## src/rtl/urv_writeback_pkg.sv

```systemverilog
// Shared encodings for the writeback stage: load/store funct3 codes, result
// source selects and the memory-wait FSM states.
package urv_writeback_pkg;

    localparam logic [2:0] LdstB  = 3'b000;
    localparam logic [2:0] LdstH  = 3'b001;
    localparam logic [2:0] LdstW  = 3'b010;
    localparam logic [2:0] LdstBu = 3'b100;
    localparam logic [2:0] LdstHu = 3'b101;

    localparam logic [1:0] RdSourceAlu      = 2'd0;
    localparam logic [1:0] RdSourceShifter  = 2'd1;
    localparam logic [1:0] RdSourceMultiply = 2'd2;
    localparam logic [1:0] RdSourceCsr      = 2'd3;

    typedef enum logic [1:0] {
        StIdle      = 2'd0,
        StWaitLoad  = 2'd1,
        StWaitStore = 2'd2
    } wb_state_e;

endpackage

```

## src/rtl/urv_load_align.sv

```systemverilog
// Combinational load-data aligner: picks the byte/halfword addressed by the
// low address bits and extends it according to funct3.
module urv_load_align
    import urv_writeback_pkg::*;
(
    input  logic [1:0]  addr_i,
    input  logic [2:0]  fun_i,
    input  logic [31:0] data_i,
    output logic [31:0] result_o
);

    logic [7:0]  byte_sel;
    logic [15:0] half_sel;

    always_comb begin
        unique case (addr_i)
            2'd0:    byte_sel = data_i[7:0];
            2'd1:    byte_sel = data_i[15:8];
            2'd2:    byte_sel = data_i[23:16];
            default: byte_sel = data_i[31:24];
        endcase
        half_sel = addr_i[1] ? data_i[31:16] : data_i[15:0];

        case (fun_i)
            LdstB:   result_o = {{24{byte_sel[7]}}, byte_sel};
            LdstBu:  result_o = {24'd0, byte_sel};
            LdstH:   result_o = {{16{half_sel[15]}}, half_sel};
            LdstHu:  result_o = {16'd0, half_sel};
            LdstW:   result_o = data_i;
            default: result_o = 32'd0;
        endcase
    end

endmodule

```

## src/rtl/urv_writeback.sv

```systemverilog
// Writeback stage: result selection, register-file commit, memory-wait stall
// with bus-timeout watchdog, and the retired-instruction counter.
module urv_writeback
    import urv_writeback_pkg::*;
#(
    parameter int unsigned TIMEOUT_CYCLES = 255,
    parameter int unsigned CNT_W          = $clog2(TIMEOUT_CYCLES + 1)
) (
    input  logic        clk_i,
    input  logic        rst_i,
    input  logic        x_stall_i,
    input  logic        w_valid_i,
    input  logic [2:0]  w_fun_i,
    input  logic        w_load_i,
    input  logic        w_store_i,
    input  logic [4:0]  w_rd_i,
    input  logic        w_rd_write_i,
    input  logic [31:0] w_rd_value_i,
    input  logic [1:0]  w_rd_source_i,
    input  logic [31:0] w_rd_shifter_i,
    input  logic [31:0] w_rd_multiply_i,
    input  logic [31:0] w_dm_addr_i,
    input  logic [31:0] dm_data_l_i,
    input  logic        dm_load_done_i,
    input  logic        dm_store_done_i,
    output logic [4:0]  rf_rd_o,
    output logic [31:0] rf_rd_value_o,
    output logic        rf_rd_write_o,
    output logic        w_stall_req_o,
    output logic        w_bus_error_o,
    output logic [63:0] csr_instrs_o
);

    wb_state_e        state_q, state_d;
    logic [CNT_W-1:0] cnt_q, cnt_d;
    logic             hold_valid_q, hold_valid_d;
    logic [31:0]      hold_q, hold_d;
    logic [63:0]      instrs_q, instrs_d;

    logic [31:0] aligned;
    logic [31:0] alu_result;
    logic        stall, bus_error, commit, avail, timeout;
    logic        unused_addr;

    assign unused_addr = ^w_dm_addr_i[31:2];

    urv_load_align u_load_align (
        .addr_i   (w_dm_addr_i[1:0]),
        .fun_i    (w_fun_i),
        .data_i   (dm_data_l_i),
        .result_o (aligned)
    );

    always_comb begin
        case (w_rd_source_i)
            RdSourceShifter:  alu_result = w_rd_shifter_i;
            RdSourceMultiply: alu_result = w_rd_multiply_i;
            default:          alu_result = w_rd_value_i;
        endcase
    end

    assign timeout = (cnt_q == CNT_W'(TIMEOUT_CYCLES - 1));
    assign avail   = !w_load_i || dm_load_done_i || hold_valid_q;

    always_comb begin
        state_d      = state_q;
        cnt_d        = '0;
        hold_valid_d = hold_valid_q;
        hold_d       = hold_q;
        stall        = 1'b0;
        bus_error    = 1'b0;

        unique case (state_q)
            StIdle: begin
                // A completion already held from a stalled cycle needs no wait.
                if (w_valid_i && w_load_i && !dm_load_done_i && !hold_valid_q) begin
                    state_d = StWaitLoad;
                    stall   = 1'b1;
                end else if (w_valid_i && w_store_i && !dm_store_done_i && !hold_valid_q) begin
                    state_d = StWaitStore;
                    stall   = 1'b1;
                end
            end
            StWaitLoad, StWaitStore: begin
                if ((state_q == StWaitLoad) ? dm_load_done_i : dm_store_done_i) begin
                    state_d = StIdle;
                end else if (timeout) begin
                    bus_error = 1'b1;
                    state_d   = StIdle;
                end else begin
                    stall = 1'b1;
                    cnt_d = cnt_q + CNT_W'(1);
                end
            end
            default: state_d = StIdle;
        endcase

        commit = w_valid_i && !x_stall_i && !stall && !bus_error && avail;

        // Completion seen under an external stall is parked until it can commit.
        if (w_valid_i && x_stall_i && !hold_valid_q &&
            ((w_load_i && dm_load_done_i) || (w_store_i && dm_store_done_i))) begin
            hold_valid_d = 1'b1;
            hold_d       = aligned;
        end else if (commit) begin
            hold_valid_d = 1'b0;
        end

        instrs_d = instrs_q + 64'(commit);
    end

    always_ff @(posedge clk_i) begin
        if (rst_i) begin
            state_q      <= StIdle;
            cnt_q        <= '0;
            hold_valid_q <= 1'b0;
            hold_q       <= '0;
            instrs_q     <= '0;
        end else begin
            state_q      <= state_d;
            cnt_q        <= cnt_d;
            hold_valid_q <= hold_valid_d;
            hold_q       <= hold_d;
            instrs_q     <= instrs_d;
        end
    end

    assign rf_rd_o       = w_rd_i;
    assign rf_rd_value_o = w_load_i ? (hold_valid_q ? hold_q : aligned) : alu_result;
    assign rf_rd_write_o = !rst_i && commit && w_rd_write_i && (w_rd_i != 5'd0);
    assign w_stall_req_o = !rst_i && stall;
    assign w_bus_error_o = !rst_i && bus_error;
    assign csr_instrs_o  = instrs_q;

endmodule

```

## config.mk

```make
export PLATFORM = sky130hd
export DESIGN_NAME = urv_writeback
export DESIGN_NICKNAME = d
export VERILOG_FILES = /design/src/rtl/urv_writeback_pkg.sv /design/src/rtl/urv_load_align.sv /design/src/rtl/urv_writeback.sv
export SDC_FILE = /design/constraint.sdc
export NUM_CORES = 1
export LEC_CHECK = 0
export CAP_MARGIN = 40
export CORE_MARGIN = 5
export CORE_UTILIZATION = 44
export CTS_CLUSTER_SIZE = 14
export DETAILED_ROUTE_END_ITERATION = 10
export GPL_TIMING_DRIVEN = 0
export PLACE_DENSITY = 0.84
export SYNTH_ARGS = -nofsm -noshare
export SYNTH_HDL_FRONTEND = slang
export SYNTH_SLANG_ARGS = --single-unit
```

## constraint.sdc

```tcl
create_clock -name clk_i -period 6.34 [get_ports clk_i]
set_clock_uncertainty 0.2 [all_clocks]
set_input_delay 1.585 -clock clk_i [delete_from_list [all_inputs] [get_ports clk_i]]
set_output_delay 1.585 -clock clk_i [all_outputs]
set_load 0.01 [all_outputs]
```

Word level (Yosys, flattened, before mapping)
Index checks and enable logic that the tools add are counted.
W data, S select, Z words.
{"block": "word_totals", "reg_bits": 107, "input_bits": 179, "output_inout_bits": 104}
{"block": "op_classes", "addsub": 2, "eq_ne": 13, "muxes": 22, "n_bitwise": 1, "reduce_logical": 39}
{"op": "$pmux W32 S5", "n": 1}
{"op": "$add A64 B1 Y64", "n": 1}
{"op": "$mux W32", "n": 2}
{"op": "$pmux W32 S2", "n": 1}
{"op": "$pmux W8 S3", "n": 1}
{"op": "$logic_and A1 B1 Y1", "n": 20}
{"op": "$mux W16", "n": 1}
{"op": "$mux W1", "n": 10}
{"op": "$add A8 B1 Y8 const B", "n": 1}
{"op": "$eq A8 B8 Y1 const B", "n": 1}
{"op": "$logic_not A1 Y1", "n": 8}
{"op": "$mux W2", "n": 4}
{"op": "$eq A2 B1 Y1 const B", "n": 3}
{"op": "$eq A2 B2 Y1 const B", "n": 3}
{"op": "$eq A3 B3 Y1 const B", "n": 2}
{"op": "$ne A3 B3 Y1 const B", "n": 2}
{"op": "$reduce_bool A5 Y1", "n": 1}
{"op": "$logic_not A2 Y1", "n": 2}
{"op": "$pmux W2 S2", "n": 1}
{"op": "$reduce_or A4 Y1", "n": 1}
{"op": "$eq A3 B1 Y1 const B", "n": 1}
{"op": "$eq A3 B2 Y1 const B", "n": 1}
{"op": "$logic_not A3 Y1", "n": 1}
{"op": "$logic_or A1 B1 Y1", "n": 3}
{"op": "other kinds (5)", "n": 5}

Logic depth before layout (Yosys ltp)
Gate-level depths: netlist of the first run.
{"block": "logic_depth", "ltp_word": 13, "depth_mapped": 15, "ltp_nobuf": 14}

Modules after synthesis
A second synthesis of the first run with hierarchy kept.
{"block": "unflattened", "cells_unflattened": 907, "hier_area_um2": 7039.3}
{"mod": "urv_writeback", "instances": 1, "cells_each": 773, "area_per_inst_um2": 5968.2, "seq_area_each_um2": 2142.1}
{"mod": "urv_load_align", "instances": 1, "cells_each": 134, "area_per_inst_um2": 1071.0, "seq_area_each_um2": 0.0}

Least setup slack after synthesis of the first run
OpenSTA, ideal clock, no wires.
{"block": "synth_path", "kind": "input port to output port", "from": "input port w_dm_addr_i[0]", "to": "output port rf_rd_value_o[10]", "arrival_time_ps": 3140, "required_time_ps": 4555, "path_slack_ps": 1415, "stages": 7, "path_buffers": 2, "path_cell_list": "buf_2 > mux4_2 > and3b_1 > clkbuf_1 > a221o_1 > o21bai_1 > o21ai_0"}
{"block": "synth_between", "elab_chain_cells": 5, "word_cells_on_any_way": 7}
{"item": "from (decl)", "line": "urv_writeback.sv:22", "source": "input logic [31:0] w_dm_addr_i,"}
{"item": "$eq A2 B2 Y1 (tied with other cells)", "line": "urv_load_align.sv:16", "source": "unique case (addr_i)"}
{"item": "$pmux W8 S3 (*)", "line": "urv_load_align.sv:16"}
{"item": "$pmux W32 S5 (*)", "line": "urv_load_align.sv:24", "source": "case (fun_i)"}
{"item": "$mux W32 (*) (2 in series)", "line": "urv_writeback.sv:129", "source": "assign rf_rd_value_o = w_load_i ? (hold_valid_q ? hold_q : aligned) : alu_result;"}
{"item": "to (decl)", "line": "urv_writeback.sv:27", "source": "output logic [31:0] rf_rd_value_o,"}
Mark *: on every way between the ends. The rest lies on a longest branch, timed or not.

Final worst setup path of the first run
{"block": "layout_path", "from": "input port w_rd_source_i[0]", "to": "output port rf_rd_value_o[13]"}
{"block": "layout_between", "elab_chain_cells": 3, "word_cells_on_any_way": 4}
{"item": "from (decl)", "line": "urv_writeback.sv:19", "source": "input logic [1:0] w_rd_source_i,"}
{"item": "$eq A2 B2 Y1 or $eq A2 B1 Y1 (tied branches)", "line": "urv_writeback.sv:55", "source": "case (w_rd_source_i)"}
{"item": "$pmux W32 S2 (*)", "line": "urv_writeback.sv:55"}
{"item": "$mux W32 (*)", "line": "urv_writeback.sv:129"}
Marks and branches as above.

==> summary.txt, run 1 <==
Outcome -> completed
Gpl congestion -> 0.989
Num Clock Sinks -> 107
Slowest cell delay on critical path -> 0.64 ns
P_sw -> 0.463 mW
Clock slew at the register clock pins of the worst setup and hold paths -> 0.07 ns
Num CTS Buffers -> 9
Dpl ws -> 0.140 ns
Final setup vio count -> 0
Highest-delay cell along the critical path -> clkdlybuf4s50_1
Max Freq -> 159 MHz
CTS Hold Bufs -> 0
Htree depth -> 3
Slew @ Worst Pin -> 0.752 ns
CP Capture Type -> primary output
Placed cell area -> 0.00948 sq mm
Pint -> 1.19 mW
Maximum buffer depth of the clock tree -> 2
Worst setup margin -> 0.0542 ns
Clk pwr share -> 0.351
DR vias/cell -> 5.90
Ports -> 283
Worst-path maximum fanout -> 10
Drc violations -> 0
Fin area -> 0.00979 sq mm
Syn. warnings -> 0
Pins Over Slew Limit -> 0
Pin count of the biggest net entering global routing -> 19
Initial core utilization -> 0.445
Synth cell types -> 59
Slew headroom -> 0.497
IO Port Bufs -> 249
Cell taking the most area after synthesis -> dfxtp_1
Syn Std Cell Area -> 0.00675 sq mm
Pre-Repair DR Iteration Count -> 5
Overall Global Routing Usage -> 0.268
Crit path launch type -> input pin
FFs w/ async S/R, synth -> 0
Die footprint -> 0.0179 sq mm
Ant diodes -> 0
Most frequent cells in the layout -> clkdlybuf4s50_1, nor2_1, dfxtp_1, nand2_1, o21ai_0
Vias in the first global route -> 7151
FP Rows -> 45
Tot Pwr -> 1.65 mW
Core Footprint -> 0.0151 sq mm
Worst hold path type -> reg -> reg
Nets -> 1340
Synth top area share -> 0.318
Initial drt markers -> 640
Final hold vios -> 0
Cell chain of the critical path -> clkdlybuf4s50_1, inv_1, ha_1, clkbuf_1, clkbuf_1, a21oi_1, o21ai_0, clkdlybuf4s50_1
Clock latency on the worst-skew pair -> 0.35 ns
Max cap viols -> 0
Shortest period the worst path allows -> 6.29 ns
Leakage -> 3.28 nW
Area contributors post-synth -> dfxtp_1, nor2_1, o21ai_0
Worst ir drop on vdd -> 0.118 mV
Setup repair bufs after CTS -> 0
Final WL -> 24900 um
Detail Route Antenna Nets -> 0
RSZ-0062 raised after global routing -> no
Post-synth EDFFs -> 0
CTS root buf -> clkbuf_16
Tcrit/Tclk final -> 0.991
Switch share -> 0.280
CP Data Required Time -> 4.55 ns
Worst Hold Slack -> 0.254 ns
Reg area -> 0.00214 sq mm
Layout cells sized above 1 -> 0.0484
Fillers -> 1302
Syn_nets -> 1079
Power per cell area -> 169 mW/mm^2
Die X -> 134 um
Seq pwr share -> 0.414
Register area share after synthesis -> 0.318
Multi-input combinational cell area -> 0.00425 sq mm
Crit path kind -> in -> out
DR vias -> 7934
Final TNS setup -> 0 ns
Main synth FF type -> dfxtp_1
Placed Cells -> 1329
Most common cell after layout, fill and taps aside -> clkdlybuf4s50_1
Worst EP arrival -> 4.50 ns
Synthesized instance count -> 891
Synth-to-layout area growth -> 45.0%
Yosys reg bits -> 107
Global-route wire length before repair -> 38900 um
Post-Syn Area per Cell -> 7.57 sq um
Layout Utilization -> 0.646
Combinational power share -> 0.235
WL/cell -> 18.5 um
Post-Layout Cell Count -> 1345
Gr ovfl total -> 0
Initial antenna violation count -> 0
Die Span Y -> 134 um
CTS tree -> built
Hpwl dp -> 19600 um
## path summary, 6_finish.rpt
| path | to | depth (start not counted) | startpoint | slack (ns) |
|---|---|---|---|---|
| worst max-delay path | rf_rd_value_o[13] | 8 | w_rd_source_i[0] | 0.05 |
| worst min-delay path | hold_q[9] | 2 | hold_q[9] | 0.25 |
| worst max register to register | csr_instrs_o[63] | 12 | hold_valid_q | 2.20 |
| worst min register to register | hold_q[9] | 2 | hold_q[9] | 0.25 |
## cell type report
class,instances,share of cell area
inverter,16,0.00614
timing repair buffer,250,0.256
clock buffer,10,0.0234
multi-input combinational,700,0.434
clock inverter,6,0.00729
buffer,68,0.0307
tap,188,0.0240
sequential,107,0.219
## what timing repair did
item / CTS / global route
resized for setup: 0 / 2
endpoints found under the setup margin: 0 / 1
endpoints found under the hold margin: 0 / 0
## state kept, by name, summed over array words and instances (netlist names)
| signal | flops |
|---|---|
| csr_instrs_o | 64 |
| hold_q | 32 |
| cnt_q | 8 |
| state_q | 2 |
| hold_valid_q | 1 |
## layer usage
metal | global-route usage | up-vias | share of wire
met4 | 0.0874 | 0 | 0.025
met3 | 0.0446 | 42 | 0.092
li1 | - | 3778 | -
met5 | 0 | - | 0
met1 | 0.387 | 3729 | 0.43
met2 | 0.407 | 385 | 0.45
## logic make-up (layout without fill, tap and decap cells)
logic type	after synthesis	count (layout)	synth area share
buffers and inverters	84	350	0.0532
AO/OA/AOI/OAI	271	271	0.250
multiplexers	15	15	0.0360
XOR/XNOR	36	36	0.0467
flip-flops	107	107	0.318
adder cells (fa/ha/maj)	9	9	0.0167
AND/OR/NAND/NOR	369	369	0.280
## worst max-delay path: cells and delay by family
family                     cells  cell delay (ns)
AOI/OAI and AO/OA              2             0.72
buffers and inverters          5             1.93
adders and majority gates      1             0.26
## cells in the mapped netlist, types with 9 or more instances
cell and count:
inv_1 16, xnor2_1 10, nand3_1 32, dfxtp_1 107
o31ai_1 12, a22oi_1 32, nor3_1 17, o22ai_1 9
a21oi_1 73, and2_1 21, o21ai_0 77, nor2_1 121
xor2_1 26, a31oi_1 16, or3_1 18, nand2_1 78
clkbuf_1 53, a211oi_1 17, nand4_1 24, a221o_1 13
or4_1 14, nor2b_1 9, ha_1 9
## power by group through the flow
stage	sequential [mW]	combinational, mW	clock (mW)
after floorplan	0.698	0.166	0
after global placement	0.699	0.376	0
after detailed placement	0.699	0.378	0
after CTS	0.683	0.381	0.592
after global routing	0.684	0.412	0.620
final	0.683	0.388	0.579
(Power assumes the default switching activity.)
==> run 2: changes to the inputs <==
--- a/config.mk
+++ b/config.mk
@@ -8,9 +8,11 @@
 export CAP_MARGIN = 40
 export CORE_MARGIN = 5
 export CORE_UTILIZATION = 44
+export CTS_BUF_LIST = sky130_fd_sc_hd__clkbuf_8 sky130_fd_sc_hd__clkbuf_16
 export CTS_CLUSTER_SIZE = 14
 export DETAILED_ROUTE_END_ITERATION = 10
 export GPL_TIMING_DRIVEN = 0
+export HOLD_SLACK_MARGIN = 0.06
 export PLACE_DENSITY = 0.84
 export SYNTH_ARGS = -nofsm -noshare
 export SYNTH_HDL_FRONTEND = slang
==> summary.txt, run 2 (synthesis results as in run 1) <==
CP Data Required Time -> 4.55 ns (about the same)
Final hold vios -> 0 (unchanged)
Final WL -> 24900 um (about the same)
Power per cell area -> 169 mW/mm^2 (about the same)
R2R Path Start -> hold_valid_q
R2R Path End -> csr_instrs_o[63]
DR vias -> 7958 (+0.30%)
Pins Over Slew Limit -> 0 (unchanged)
Hpwl dp -> 19600 um (unchanged)
Htree depth -> 3 (unchanged)
Layout cells sized above 1 -> 0.0484 (unchanged)
Initial antenna violation count -> 0 (unchanged)
Max reg flops -> 64 (unchanged)
Initial core utilization -> 0.445 (unchanged)
Shortest period the worst path allows -> 6.27 ns (-0.0150 ns)
Most common cell after layout, fill and taps aside -> clkdlybuf4s50_1
Fin area -> 0.00979 sq mm (unchanged)
Vias in the first global route -> 7151 (unchanged)
R2R depth -> 12 (unchanged)
Dpl ws -> 0.140 ns (unchanged)
FP Rows -> 45 (unchanged)
Die footprint -> 0.0179 sq mm (unchanged)
Drc violations -> 0 (unchanged)
Post-Layout Cell Count -> 1345 (unchanged)
Pint -> 1.19 mW (-0.13%)
Layout Utilization -> 0.646 (unchanged)
Ant diodes -> 0 (unchanged)
WL/cell -> 18.5 um (about the same)
Clock latency on the worst-skew pair -> 0.35 ns (about the same)
Tot Pwr -> 1.65 mW (about the same)
Die X -> 134 um (unchanged)
Die Span Y -> 134 um (unchanged)
P_sw -> 0.463 mW (+0.15%)
Outcome -> completed
Overall Global Routing Usage -> 0.268 (unchanged)
End of the critical path -> rf_rd_value_o[13]
Num CTS Buffers -> 9 (unchanged)
Num Clock Sinks -> 107 (unchanged)
Max cap viols -> 0 (unchanged)
Final setup vio count -> 0 (unchanged)
CP Capture Type -> primary output
Critical path origin -> w_rd_source_i[0]
Pin count of the biggest net entering global routing -> 19 (unchanged)
Seq pwr share -> 0.414 (about the same)
Clk pwr share -> 0.350 (about the same)
Global-route wire length before repair -> 38900 um (unchanged)
Leakage -> 3.28 nW (+0.13%)
Slew @ Worst Pin -> 0.751 ns (-0.000394 ns)
Ports -> 283 (unchanged)
Maximum buffer depth of the clock tree -> 2 (unchanged)
DR vias/cell -> 5.92 (+0.30%)
Slew headroom -> 0.497 (about the same)
Pre-Repair DR Iteration Count -> 5 (unchanged)
Reg area -> 0.00214 sq mm (unchanged)
Setup repair bufs after CTS -> 0 (unchanged)
Final TNS setup -> 0 ns (unchanged)
Crit path kind -> in -> out
Switch share -> 0.281 (+0.000562)
Worst hold path type -> reg -> reg
Gpl congestion -> 0.989 (unchanged)
Worst ir drop on vdd -> 0.118 mV (+0.16%)
RSZ-0062 raised after global routing -> no
Multi-input combinational cell area -> 0.00425 sq mm (unchanged)
Detail Route Antenna Nets -> 0 (unchanged)
Worst reg2reg setup slack -> 2.20 ns (about the same)
Worst EP arrival -> 4.49 ns (about the same)
Worst Hold Slack -> 0.254 ns (+0.0000610 ns)
Initial drt markers -> 643 (+0.47%)
Crit path launch type -> input pin
Gr ovfl total -> 0 (unchanged)
CTS root buf -> clkbuf_16
Combinational power share -> 0.235 (about the same)
Core Footprint -> 0.0151 sq mm (unchanged)
Worst-path maximum fanout -> 10 (unchanged)
Max Freq -> 159 MHz (+0.24%)
Worst setup margin -> 0.0692 ns (+0.0150 ns)
CTS Hold Bufs -> 0 (unchanged)
Nets -> 1340 (unchanged)
Synth-to-layout area growth -> 45.0% (unchanged)
Tcrit/Tclk final -> 0.989 (-0.00237)
CTS tree -> built
Fillers -> 1302 (unchanged)
IO Port Bufs -> 249 (unchanged)
Clock slew at the register clock pins of the worst setup and hold paths -> 0.08 ns (about the same)
Most frequent cells in the layout -> clkdlybuf4s50_1, nor2_1, dfxtp_1, nand2_1, o21ai_0
Placed cell area -> 0.00948 sq mm (unchanged)
Placed Cells -> 1329 (unchanged)
-- run 2: cell count changes in the layout (fill, tap and decap cells not counted) --
| cell | change |
|---|---|
| inv_1 | +1 |
| clkbuf_1 | -1 |
-- run 2: what timing repair did --
action                                  in CTS  in global routing
endpoints found under the setup margin       0                  1
resized for setup                            0                  2
hold endpoints to repair                     0                  0
-- run 2: worst min path at each step --
stage / cells past startpoint / start / slack (ns) / endpoint
detailed placement: 2 / hold_q[8] / 0.24 / hold_q[8]
CTS: 2 / hold_q[8] / 0.25 / hold_q[8]
floorplan: 2 / hold_q[16] / 0.23 / hold_q[16]
global placement: 2 / hold_q[9] / 0.24 / hold_q[9]
finish: 2 / hold_q[21] / 0.25 / hold_q[21]
global route: 2 / hold_q[8] / 0.26 / hold_q[8]
-- run 2: power by group through the flow --
stage	clock network, mW	logic [mW]	registers [mW]
after CTS	0.591	0.381	0.683
after detailed placement	0	0.378	0.699
after floorplan	0	0.166	0.698
after global placement	0	0.376	0.699
final	0.578	0.388	0.683
after global routing	0.618	0.412	0.684
-- run 2: layer usage --
layer,wire length [um],global-route usage
met4,638,0.0874
met2,11200,0.407
met5,0,0
met1,10800,0.387
met3,2190,0.0446
-- run 2: final cells by class --
type,instances,area share
plain buffers,68,0.0307
clock buffers,9,0.0230
clock inverters,7,0.00767
inverters,16,0.00614
multi-input cells,700,0.434
flip-flops and latches,107,0.219
well taps,188,0.0240
repair buffers,250,0.256
-- run 2: worst max-delay path: stages --
cell	delay (ns)
clkdlybuf4s50_1	0.50
inv_1	0.05
ha_1	0.26
clkbuf_1	0.31
clkbuf_1	0.42
a21oi_1	0.23
o21ai_0	0.48
clkdlybuf4s50_1	0.64
==> edit: new RTL, settings of run 1 <==
Re-encode `wb_state_e` (3 states) as one-hot, 3 bits wide.
--- a/src/rtl/urv_writeback_pkg.sv
+++ b/src/rtl/urv_writeback_pkg.sv
@@ -15,6 +15,6 @@
 
-    typedef enum logic [1:0] {
-        StIdle      = 2'd0,
-        StWaitLoad  = 2'd1,
-        StWaitStore = 2'd2
+    typedef enum logic [2:0] {
+        StIdle      = 3'b001,
+        StWaitLoad  = 3'b010,
+        StWaitStore = 3'b100
     } wb_state_e;
Behaviour: same outputs for any inputs over 10 cycles, from zero or initial values and one cycle with rst_i high; not proved beyond that.
==> edit against run 1 <==
Via count down 6.5%. Critical path depth up 1. Power up 1.0%. Cell area down 4.5%. Largest power group unchanged. Worst setup slack better by 150 ps. Wire length down 6.7%. Core utilization up 2.4 points. Largest cell class unchanged. Sequential cell count up 1. Area after synthesis down 6.8%.
==> edit: results (changes against run 1) <==
Power and ir drop
  – Worst VDD drop: 0.131 mV (+11%)
  – P_sw: 440 µW (-4.9%)
  – Seq pwr share: 0.415 (about the same)
  – Leak pwr: 0.00311 µW (-5.3%)

Route
  – Routed met1 length: 9260 µm (-14%)
  – Met2 WL: 10,800 µm (-4.4%)
  – Top Layer Used: met4
  – Vias/cell: 5.95 (+0.88%)
  – DR WL met3: 2520 µm (+9.8%)
  – Initial drt markers: 796 (+24%)
  – Final wirelength: 23,200 µm (-6.7%)
  – First drt pass iteration count: 8 (+3)
  – Vias: 7,421 (-6.5%)

CTS
  – Clock root buffer: clkbuf_16
  – # hold bufs at CTS: 0 (unchanged)
  – Max H-tree Level: 3 (unchanged)
  – Number of buffers created by CTS: 9 (unchanged)
  – Clock Latency Late Sink: approximately 360 ps

Logic synthesis
  – Synthesized instance count: 800 (-10%)
  – Register area share after synthesis: 0.344 (+0.0262)
  – Synth top cells by count: nor2_1 (110), dfxtp_1 (108), a21oi_1 (89)
  – Yosys cell types: 58 (-1.7%)
  – Synthesized Nets: 985 (-8.7%)
  – Dominant cells by area after synthesis: dfxtp_1 (34%), a21oi_1 (7.1%), nor2_1 (6.6%), xor2_1 (4.3%), a22oi_1 (3.8%)
  – Fraction of registers with async set/reset: 0 (unchanged)
  – Yosys warns: 0 (unchanged)

Global routing
  – Vias in the first global route: 6,857 (-4.1%)
  – Gr usage total: 0.265 (-0.00264)
  – First-pass GRT wire length: 35,500 µm (-8.6%)
  – Met3 Usage GRT: 0.0643 (+0.0197)
  – GRT met1 Usage: 0.352 (-0.0348)
  – Initial antenna violation count: 0 (unchanged)
  – GR Util met2: 0.427 (+0.0203)

Layout
  – Fill count: 1,156 (-11%)
  – Nets: 1,245 (-7.1%)
  – Ratio of cells with drive above 1 in the final layout: 0.0432 (-0.00521)

Placed design
  – Dpl hpwl: 18,400 µm (-6.2%)
  – GPL Wtd Cong: 0.950 (-3.9%)
  – Port Buffers: 248 (-0.40%)
  – Pre-CTS WS: 108 ps (-32.5 ps)

Outcome
  – Status: finished clean

Worst setup path
  – Critical Path AT: 4350 ps (-150 ps)
  – CP delay by family, top: buffers and inverters
  – Crit path largest cell delay: 570 ps (-70 ps)

Timing
  – Slew margin rel.: 0.603 (+0.106)
==> edit: cell types whose count changed after synthesis, sizes merged, moves of 8 or more <==
cell	change
nand2	-32
and2	-21
o21ai	-21
a21oi	+16
a31oi	-16
o221ai	+16
a221o	-13
nor3	-13
nor2	-11
clkbuf	-10
o31ai	-8
or4	-8
==> edit: repair_timing <==
item / 4_1_cts / 5_1_grt
resized for setup: 0 / 1
setup buffers: 0 / 0
endpoints found under the hold margin: 0 / 0
endpoints found under the setup margin: 0 / 10
==> edit: through the flow <==
stage,power [µW],util,instance area (µm²)
detailed placement,1060,0.647,9010
finish,1670,0.670,9340
global placement,1060,0.646,9000
global route,1730,0.670,9340
floorplan,863,-,6290
CTS,1670,0.670,9330
==> edit: power by group through the flow <==
stage / clock network [µW] / registers, µW / logic, µW
detailed placement: 0 / 707 / 357
CTS: 619 / 691 / 359
floorplan: 0 / 706 / 157
finish: 612 / 692 / 364
global route: 649 / 692 / 386
global placement: 0 / 707 / 354
==> edit: cell families after synthesis <==
group	share of synthesized area
buffers and inverters	0.0483
xor gates and xnor gates	0.0585
and+or+nand+nor	0.249
adders and majority gates	0.0119
DFF	0.344
muxes	0.0386
AOI/OAI and AO/OA	0.250
==> edit: worst paths after layout <==
path	startpoint	to	slack, ps	depth (start not counted)
worst max register to register	hold_valid_q	csr_instrs_o[56]	2350	12
worst max-delay path	w_dm_addr_i[1]	rf_rd_value_o[5]	200	9
worst min register to register	hold_q[28]	hold_q[28]	260	2
worst min-delay path	hold_q[28]	hold_q[28]	260	2
==> edit: cell type report <==
class,instances,area share
diodes,2,0.000536
repair buffers,249,0.267
flip-flops and latches,108,0.231
inverters,12,0.00482
clock buffers,9,0.0241
multi-input cells,618,0.410
plain buffers,62,0.0277
clock inverters,7,0.0104
well taps,180,0.0241
